--- config.mk ---
export PLATFORM = sky130hd
export DESIGN_NAME = credit_display_driver
export DESIGN_NICKNAME = d
export VERILOG_FILES = /design/src/rtl/credit_display_driver.sv
export SDC_FILE = /design/constraint.sdc
export NUM_CORES = 1
export LEC_CHECK = 0
export ABC_AREA = 1
export CORE_ASPECT_RATIO = 0.75
export CORE_UTILIZATION = 51
export DETAILED_ROUTE_END_ITERATION = 10
export PLACE_DENSITY = 0.83
export SLEW_MARGIN = 30
export SYNTH_ARGS = -nofsm -noshare
export SYNTH_HDL_FRONTEND = slang
export SYNTH_SLANG_ARGS = --single-unit
--- constraint.sdc ---
create_clock -name clk -period 1.3 [get_ports clk]
set_input_delay 0.26 -clock clk [delete_from_list [all_inputs] [get_ports clk]]
set_output_delay 0.26 -clock clk [all_outputs]
set_load 0.02 [all_outputs]
--- src/rtl/credit_display_driver.sv ---
`default_nettype none
// ============================================================================
// Module      : credit_display_driver
// Description : Converts a 14-bit credit/price value to four BCD digits with
//               an iterative shift-add-3 engine (one shift per clock). It also
//               generates the digit-select scan and the active-low anode
//               enables for a 4-digit 7-segment display.
// Revision    : 1.0 - initial release
// ============================================================================
module credit_display_driver #(
  parameter int unsigned REFRESH_DIV = 100000,
  parameter bit          BLANK_LZ    = 1'b1
) (
  input  logic        clk,
  input  logic        rst_n,
  input  logic [13:0] value,
  input  logic        load,
  output logic        busy,
  output logic        ovf,
  output logic [3:0]  d1,
  output logic [3:0]  d2,
  output logic [3:0]  d3,
  output logic [3:0]  d4,
  output logic [1:0]  S,
  output logic [3:0]  an
);

  localparam int unsigned PW = $clog2(REFRESH_DIV);
  localparam logic [PW-1:0] PRESC_MAX = PW'(REFRESH_DIV - 1);

  typedef enum logic [1:0] {
    ST_IDLE  = 2'd0,
    ST_SHIFT = 2'd1,
    ST_DONE  = 2'd2
  } state_t;

  state_t        state_q, state_d;
  logic [13:0]   bin_q, bin_d;     // binary operand, shifted out MSB first
  logic [15:0]   bcd_q, bcd_d;     // BCD scratch, thousands in [15:12]
  logic [3:0]    cnt_q, cnt_d;     // shifts performed so far
  logic          ovf_q, ovf_d;
  logic [15:0]   dig_q, dig_d;     // visible digits {d4,d3,d2,d1}
  logic [PW-1:0] presc_q, presc_d;
  logic [1:0]    sel_q, sel_d;
  logic [3:0]    an_q, an_d;

  logic [15:0]   bcd_adj;
  logic [29:0]   shift_w;
  logic          blank4, blank3, blank2;

  // Conversion engine next-state: sample, shift-add-3 for 14 steps, publish.
  always_comb begin
    state_d = state_q;
    bin_d   = bin_q;
    bcd_d   = bcd_q;
    cnt_d   = cnt_q;
    ovf_d   = ovf_q;
    dig_d   = dig_q;

    bcd_adj = bcd_q;
    for (int i = 0; i < 4; i++) begin
      if (bcd_q[4*i +: 4] >= 4'd5) begin
        bcd_adj[4*i +: 4] = bcd_q[4*i +: 4] + 4'd3;
      end
    end
    shift_w = {bcd_adj, bin_q} << 1;

    // Blanking cascades from the thousands digit; ones is always shown.
    blank4 = BLANK_LZ && (bcd_q[15:12] == 4'd0);
    blank3 = blank4 && (bcd_q[11:8] == 4'd0);
    blank2 = blank3 && (bcd_q[7:4] == 4'd0);

    case (state_q)
      ST_IDLE: begin
        if (load) begin
          if (value > 14'd9999) begin
            bin_d = 14'd9999;
            ovf_d = 1'b1;
          end else begin
            bin_d = value;
            ovf_d = 1'b0;
          end
          bcd_d   = '0;
          cnt_d   = '0;
          state_d = ST_SHIFT;
        end
      end
      ST_SHIFT: begin
        bcd_d = shift_w[29:14];
        bin_d = shift_w[13:0];
        cnt_d = cnt_q + 4'd1;
        if (cnt_q == 4'd13) begin
          state_d = ST_DONE;
        end
      end
      ST_DONE: begin
        dig_d[15:12] = blank4 ? 4'hF : bcd_q[15:12];
        dig_d[11:8]  = blank3 ? 4'hF : bcd_q[11:8];
        dig_d[7:4]   = blank2 ? 4'hF : bcd_q[7:4];
        dig_d[3:0]   = bcd_q[3:0];
        state_d      = ST_IDLE;
      end
      default: state_d = ST_IDLE;
    endcase
  end

  // Conversion engine registers; reset aborts any conversion in flight.
  always_ff @(posedge clk or negedge rst_n) begin
    if (!rst_n) begin
      state_q <= ST_IDLE;
      bin_q   <= '0;
      bcd_q   <= '0;
      cnt_q   <= '0;
      ovf_q   <= 1'b0;
      dig_q   <= '0;
    end else begin
      state_q <= state_d;
      bin_q   <= bin_d;
      bcd_q   <= bcd_d;
      cnt_q   <= cnt_d;
      ovf_q   <= ovf_d;
      dig_q   <= dig_d;
    end
  end

  // Scan next-state: advance the digit select on each prescaler wrap.
  always_comb begin
    presc_d = presc_q + 1'b1;
    sel_d   = sel_q;
    if (presc_q == PRESC_MAX) begin
      presc_d = '0;
      sel_d   = sel_q + 2'd1;
    end
    an_d = ~(4'b0001 << sel_q);
  end

  // Scan registers; anodes follow the select one cycle later.
  always_ff @(posedge clk or negedge rst_n) begin
    if (!rst_n) begin
      presc_q <= '0;
      sel_q   <= 2'd0;
      an_q    <= 4'b1111;
    end else begin
      presc_q <= presc_d;
      sel_q   <= sel_d;
      an_q    <= an_d;
    end
  end

  assign busy = (state_q != ST_IDLE);
  assign ovf  = ovf_q;
  assign d4   = dig_q[15:12];
  assign d3   = dig_q[11:8];
  assign d2   = dig_q[7:4];
  assign d1   = dig_q[3:0];
  assign S    = sel_q;
  assign an   = an_q;

endmodule
`default_nettype wire

==> Word level (Yosys, flattened, before mapping) <==
Index checks and enable logic that the tools add are counted.
{ "totals": {"regBits": 76, "latch_bits": 0, "mem_bits_rw": 0, "mem_bits_ro": 0, "output_inout_bits": 24, "n_memories": 0} }
{ "op_classes": {"n_addsub": 7, "multipliers": 0, "div_mod_pow": 0, "magnitude_cmp": 5, "n_eq_ne": 6, "shifts": 1, "mux": 19, "bitwise": 1, "n_reduce_logical": 11} }
{ "op_table": {"columns": ["operator", "count"], "rows": [
  ["$pmux W16 S2", 1],
  ["$mux W14", 2],
  ["$mux W4", 7],
  ["$pmux W14 S2", 1],
  ["$add A17 B1 Y17 const B", 1],
  ["$eq A17 B17 Y1 const B", 1],
  ["$mux W17", 1],
  ["$ge A4 B3 Y1 const B", 4],
  ["$mux W16", 1],
  ["$gt A14 B14 Y1 const B", 1],
  ["$add A4 B2 Y4 const B", 3],
  ["$logic_not A4 Y1", 3],
  ["$pmux W4 S2", 1],
  ["$reduce_and A2 Y1", 3],
  ["$add A4 B1 Y4 const B", 1],
  ["$eq A4 B4 Y1 const B", 1],
  ["$mux W2", 2],
  ["$ne A2 B2 Y1 const B", 2],
  ["$not A4 Y4", 1],
  ["$pmux W2 S2", 1],
  ["$reduce_bool A2 Y1", 2],
  ["$shl A1 B2 Y4 const A", 1],
  ["$add A3 B2 Y3 const B", 1],
  ["$mux W3", 1],
  ["other kinds (6)", 7]
]} }

==> Longest topological paths before layout <==
{ "depth": {"word_depth": 4, "depth_mapped": 10} }

==> Worst setup path after synthesis <==
Ideal clock, no wire load.
{ "synth_timing": {"kind": "register to register", "startpoint": "reg state_q[0]", "endpoint": "reg bin_q[4]", "arrival_time_ns": 1.142, "slack_ns": 0.036, "path_stages_with_launch": 9, "path_buffers": 2, "path_cell_list": "dfrtp_1 > inv_2 > nand2_4 > nor2_8 > nor2_4 > buf_6 > buf_8 > a22oi_2 > nand2_1"} }
{ "synth_via": {"elab_chain_len": 3, "word_cells_on_any_way": 6, "cone_classes": "2 x eq/ne; 1 x mux; 3 x reduce/logical"} }
{ "synth_lines": {"columns": ["element", "line", "source"], "rows": [
  ["start, declared", "37", "state_t state_q, state_d;"],
  ["start signal, assigned", "117", "state_q <= state_d;"],
  ["$eq A2 B1 Y1 / $logic_not A2 Y1 (equally long branches)", "73", "case (state_q)"],
  ["$reduce_bool A2 Y1 (no source line) / $ne A2 B2 Y1 (equally long branches)", null, null],
  ["$reduce_and A2 Y1 (no source line)", null, null],
  ["end signal, assigned", "118", "bin_q <= bin_d;"],
  ["end, declared", "38", "logic [13:0] bin_q, bin_d;"]
]} }
Several ways; a longest one is shown, not always the timed one.
A chain may end at the register's enable or synchronous reset.

==> Final worst setup path <==
{ "layout_timing": {"startpoint": "reg presc_q[0]", "endpoint": "reg sel_q[1], in the netlist S[1]"} }
{ "layout_via": {"elab_chain_len": 1} }
{ "layout_lines": {"columns": ["element", "line", "source"], "rows": [
  ["start, declared", "43", "logic [PW-1:0] presc_q, presc_d;"],
  ["start signal, assigned", "144", "presc_q <= presc_d;"],
  ["$eq A17 B17 Y1", "130", "if (presc_q == PRESC_MAX) begin"],
  ["end signal, assigned", "145", "sel_q <= sel_d;"],
  ["end, declared", "44", "logic [1:0] sel_q, sel_d;"]
]} }
No other way between the ends.

==> reports/results.ini <==
[run_status]
status=finished with violations
violations=setup timing

[synth]
synth.distinct_cells=31
syn_area_per_cell_um2=8.28
synthCells=466
ys_warn_count=0
synth-seq-cells=76
ys_seq_area_frac=0.494
synth_area_um2=3860
synth_nets=500

[floorplan]
die_h_um=77.3
die_x_um=102
num_io_pins=41
die-area_um2=7920
core-area_um2=7330
initial_core_util=0.526
num_rows=27

[drt]
vias_per_cell=5.16
wire_per_inst_um=14.2
wl_mm=9.50
ant_nets=0
drc_errors=0
drtIter0Drc=192
num_vias=3452
first_pass_iters=4

[power]
peakVddDrop_v=0.000981
power.leakage_nw=2.64
clockPowerShare=0.181
power_density_nw_per_um2=2090
power_switching_mw=4.45
power_frac_seq=0.349
comb_power_share=0.470
switching_share=0.406
internal_power_mw=6.51

[setup_path]
r2r_slack_ns=-0.08
reg2reg_depth=9
r2r_start=presc_q[0]$_DFF_PN0_
path_class=reg -> reg
start_kind=register
crit_arrival_ns=1.68
worst_path_largest_cell_delay_ns=0.43
cp.required_ns=1.60
cp-end-kind=register
path_max_fanout=6
path_cells=ha_4 -> nand2_4 -> nor2_4 -> inv_2 -> nor2_4 -> nand2_4 -> clkinv_4 -> nand2_1 -> nand2_1
cp_slowest_cell=dfrtp_1
r2r_end=S[1]$_DFFE_PN0N_

[place]
place_ws_ns=-0.263
dpl.hpwl_mm=5.68
gp_congestion=0.911
io_buffer_count=40

[clocking]
cts_tree=yes
cts.sinks=76
root_buffer=clkbuf_8
htree_levels=3
clk_pin_slew_ns=0.08
clk_latency_ns=0.36
numCtsBuffers=9
cts.path.max_buffers=2

[global_route]
grtUsageTotal=0.226
overflow=0
grt_max_degree=77
grt_pass1_vias=3164
antenna_found_initial=0
grt_pass1_wl_mm=13.9

[timing]
slew_viol_final=0
setup_tns_ns=-0.840
hold_viol_final=0
tightest_slew_ns=0.412
finalSetupViolCount=20
fin_crit_sh=1.06
relSlewSlack=0.725
postLayoutSetupSlackWorst_ns=-0.0778
finClkSkew_ns=0.0125
max_freq_mhz=726
rsz0062_at_grt=yes
period_needed_ns=1.38

[min_path]
hold_class=in -> async

[layout]
fin_nets=597
syn_to_final_growth_pct=36.2
layout_common_cells=nand2_1, dfrtp_1, nor2_1
drive_above_1_share=0.317
layout_commonest_cell=nand2_1
diodes=0

[flow_run]
drv_cap=0

## layout make-up
class | count | area, um^2
repair buffers | 96 | 846
fillers | 530 | 2080
clock inverters | 6 | 88.8
multi-input cells | 318 | 1910
flip-flops and latches | 76 | 1910
inverters | 62 | 248
clock buffers | 10 | 128
well taps | 101 | 126
## layer usage
| layer | track usage | part of all wire |
|---|---|---|
| met1 | 0.285 | 0.42 |
| met2 | 0.377 | 0.50 |
| met3 | 0.0547 | 0.052 |
| met4 | 0.0771 | 0.025 |
| met5 | 0 | 0 |
## worst max-delay path, delay by kind of cell (launching register included)
kind / cells / cell delay, ns
flip-flops: 1 / 0.43
adder cells (fa/ha/maj): 1 / 0.17
buffers and inverters: 2 / 0.16
AND/OR/NAND/NOR: 6 / 0.58
## sequential cells by signal (all words and copies together), names as in the netlist
| name | flops |
|---|---|
| S | 2 |
| bcd_q | 16 |
| an | 4 |
| dig_q | 16 |
| presc_q | 17 |
| ovf | 1 |
| cnt_q | 4 |
| state_q | 2 |
| bin_q | 14 |
## through the flow
| stage | util | power, mW | hold WS, ns | cell area, um^2 | cells |
|---|---|---|---|---|---|
| after global routing | 0.717 | 11.7 | 0.482 | 5250 | 669 |
| after CTS | 0.683 | 10.2 | 0.467 | 5010 | 660 |
| after floorplan | - | 6.45 | -0.0356 | 3860 | 466 |
| after detailed placement | 0.638 | 8.12 | 0.322 | 4680 | 642 |
| final | 0.717 | 11.0 | 0.435 | 5250 | 669 |
| after global placement | 0.638 | 7.88 | 0.320 | 4680 | 642 |
## Yosys cell counts
cell type	count	area, um^2
xor2_1	12	105
clkinv_2	1	5.00
nor2_8	1	20.0
nand3_1	28	140
nand2_4	2	22.5
a21oi_1	12	60.1
nor2_4	1	11.3
xnor2_1	1	8.76
nor2_2	2	12.5
o22ai_1	8	50.1
dfstp_2	4	105
o211ai_1	2	15.0
o21ai_2	1	8.76
nor2_1	61	229
buf_2	4	20.0
ha_1	17	213
buf_8	1	15.0
nand2_1	124	465
inv_2	4	15.0
a21oi_2	1	8.76
nand4_1	4	25.0
a31oi_1	8	50.1
nand2_2	2	12.5
a22oi_2	1	12.5
o21ai_1	4	20.0
dfrtp_1	72	1800
buf_6	4	45.0
buf_4	1	7.51
inv_1	57	214
o21ai_0	23	115
a22oi_1	3	22.5
## power groups by stage
stage               Combinational [mW]  Clock [mW]  Sequential [mW]
finish                            5.15        1.98             3.82
detailed placement                4.41           0             3.71
global placement                  4.22           0             3.66
global route                      5.66        2.10             3.90
CTS                               4.48        1.99             3.71
floorplan                         2.50           0             3.95
## how the worst max path moves through the flow
| stage | start | endpoint | depth (start not counted) |
|---|---|---|---|
| 2_1_floorplan | state_q[0]$_DFFE_PN0P_ | bin_q[4]$_DFFE_PN0P_ | 8 |
| 3_3_place_gp | value[9] | bin_q[0]$_DFFE_PN0P_ | 7 |
| 3_5_place_dp | load | bin_q[3]$_DFFE_PN0P_ | 7 |
| 4_1_cts | S[0]$_DFFE_PN0N_ | S[0] | 1 |
| 5_1_grt | presc_q[0]$_DFF_PN0_ | S[1]$_DFFE_PN0N_ | 9 |
| 6_report | presc_q[0]$_DFF_PN0_ | S[1]$_DFFE_PN0N_ | 9 |
## cell families after synthesis
logic type / after synthesis / share of synthesized area
xor+xnor: 13 / 0.0295
fa+ha+maj: 17 / 0.0552
compound gates: 63 / 0.0941
buf+inv: 72 / 0.0834
flops: 76 / 0.494
simple gates: 225 / 0.243
## timing repair
action	CTS	global route
cloned	0	1
hold endpoints to repair	72	0
endpoints found under the setup margin	53	66
resized for setup	99	87
buffers inserted	1	9
pin swaps	7	23
hold buffers	1	0
Note: power is estimated with default switching activity, not from simulation.
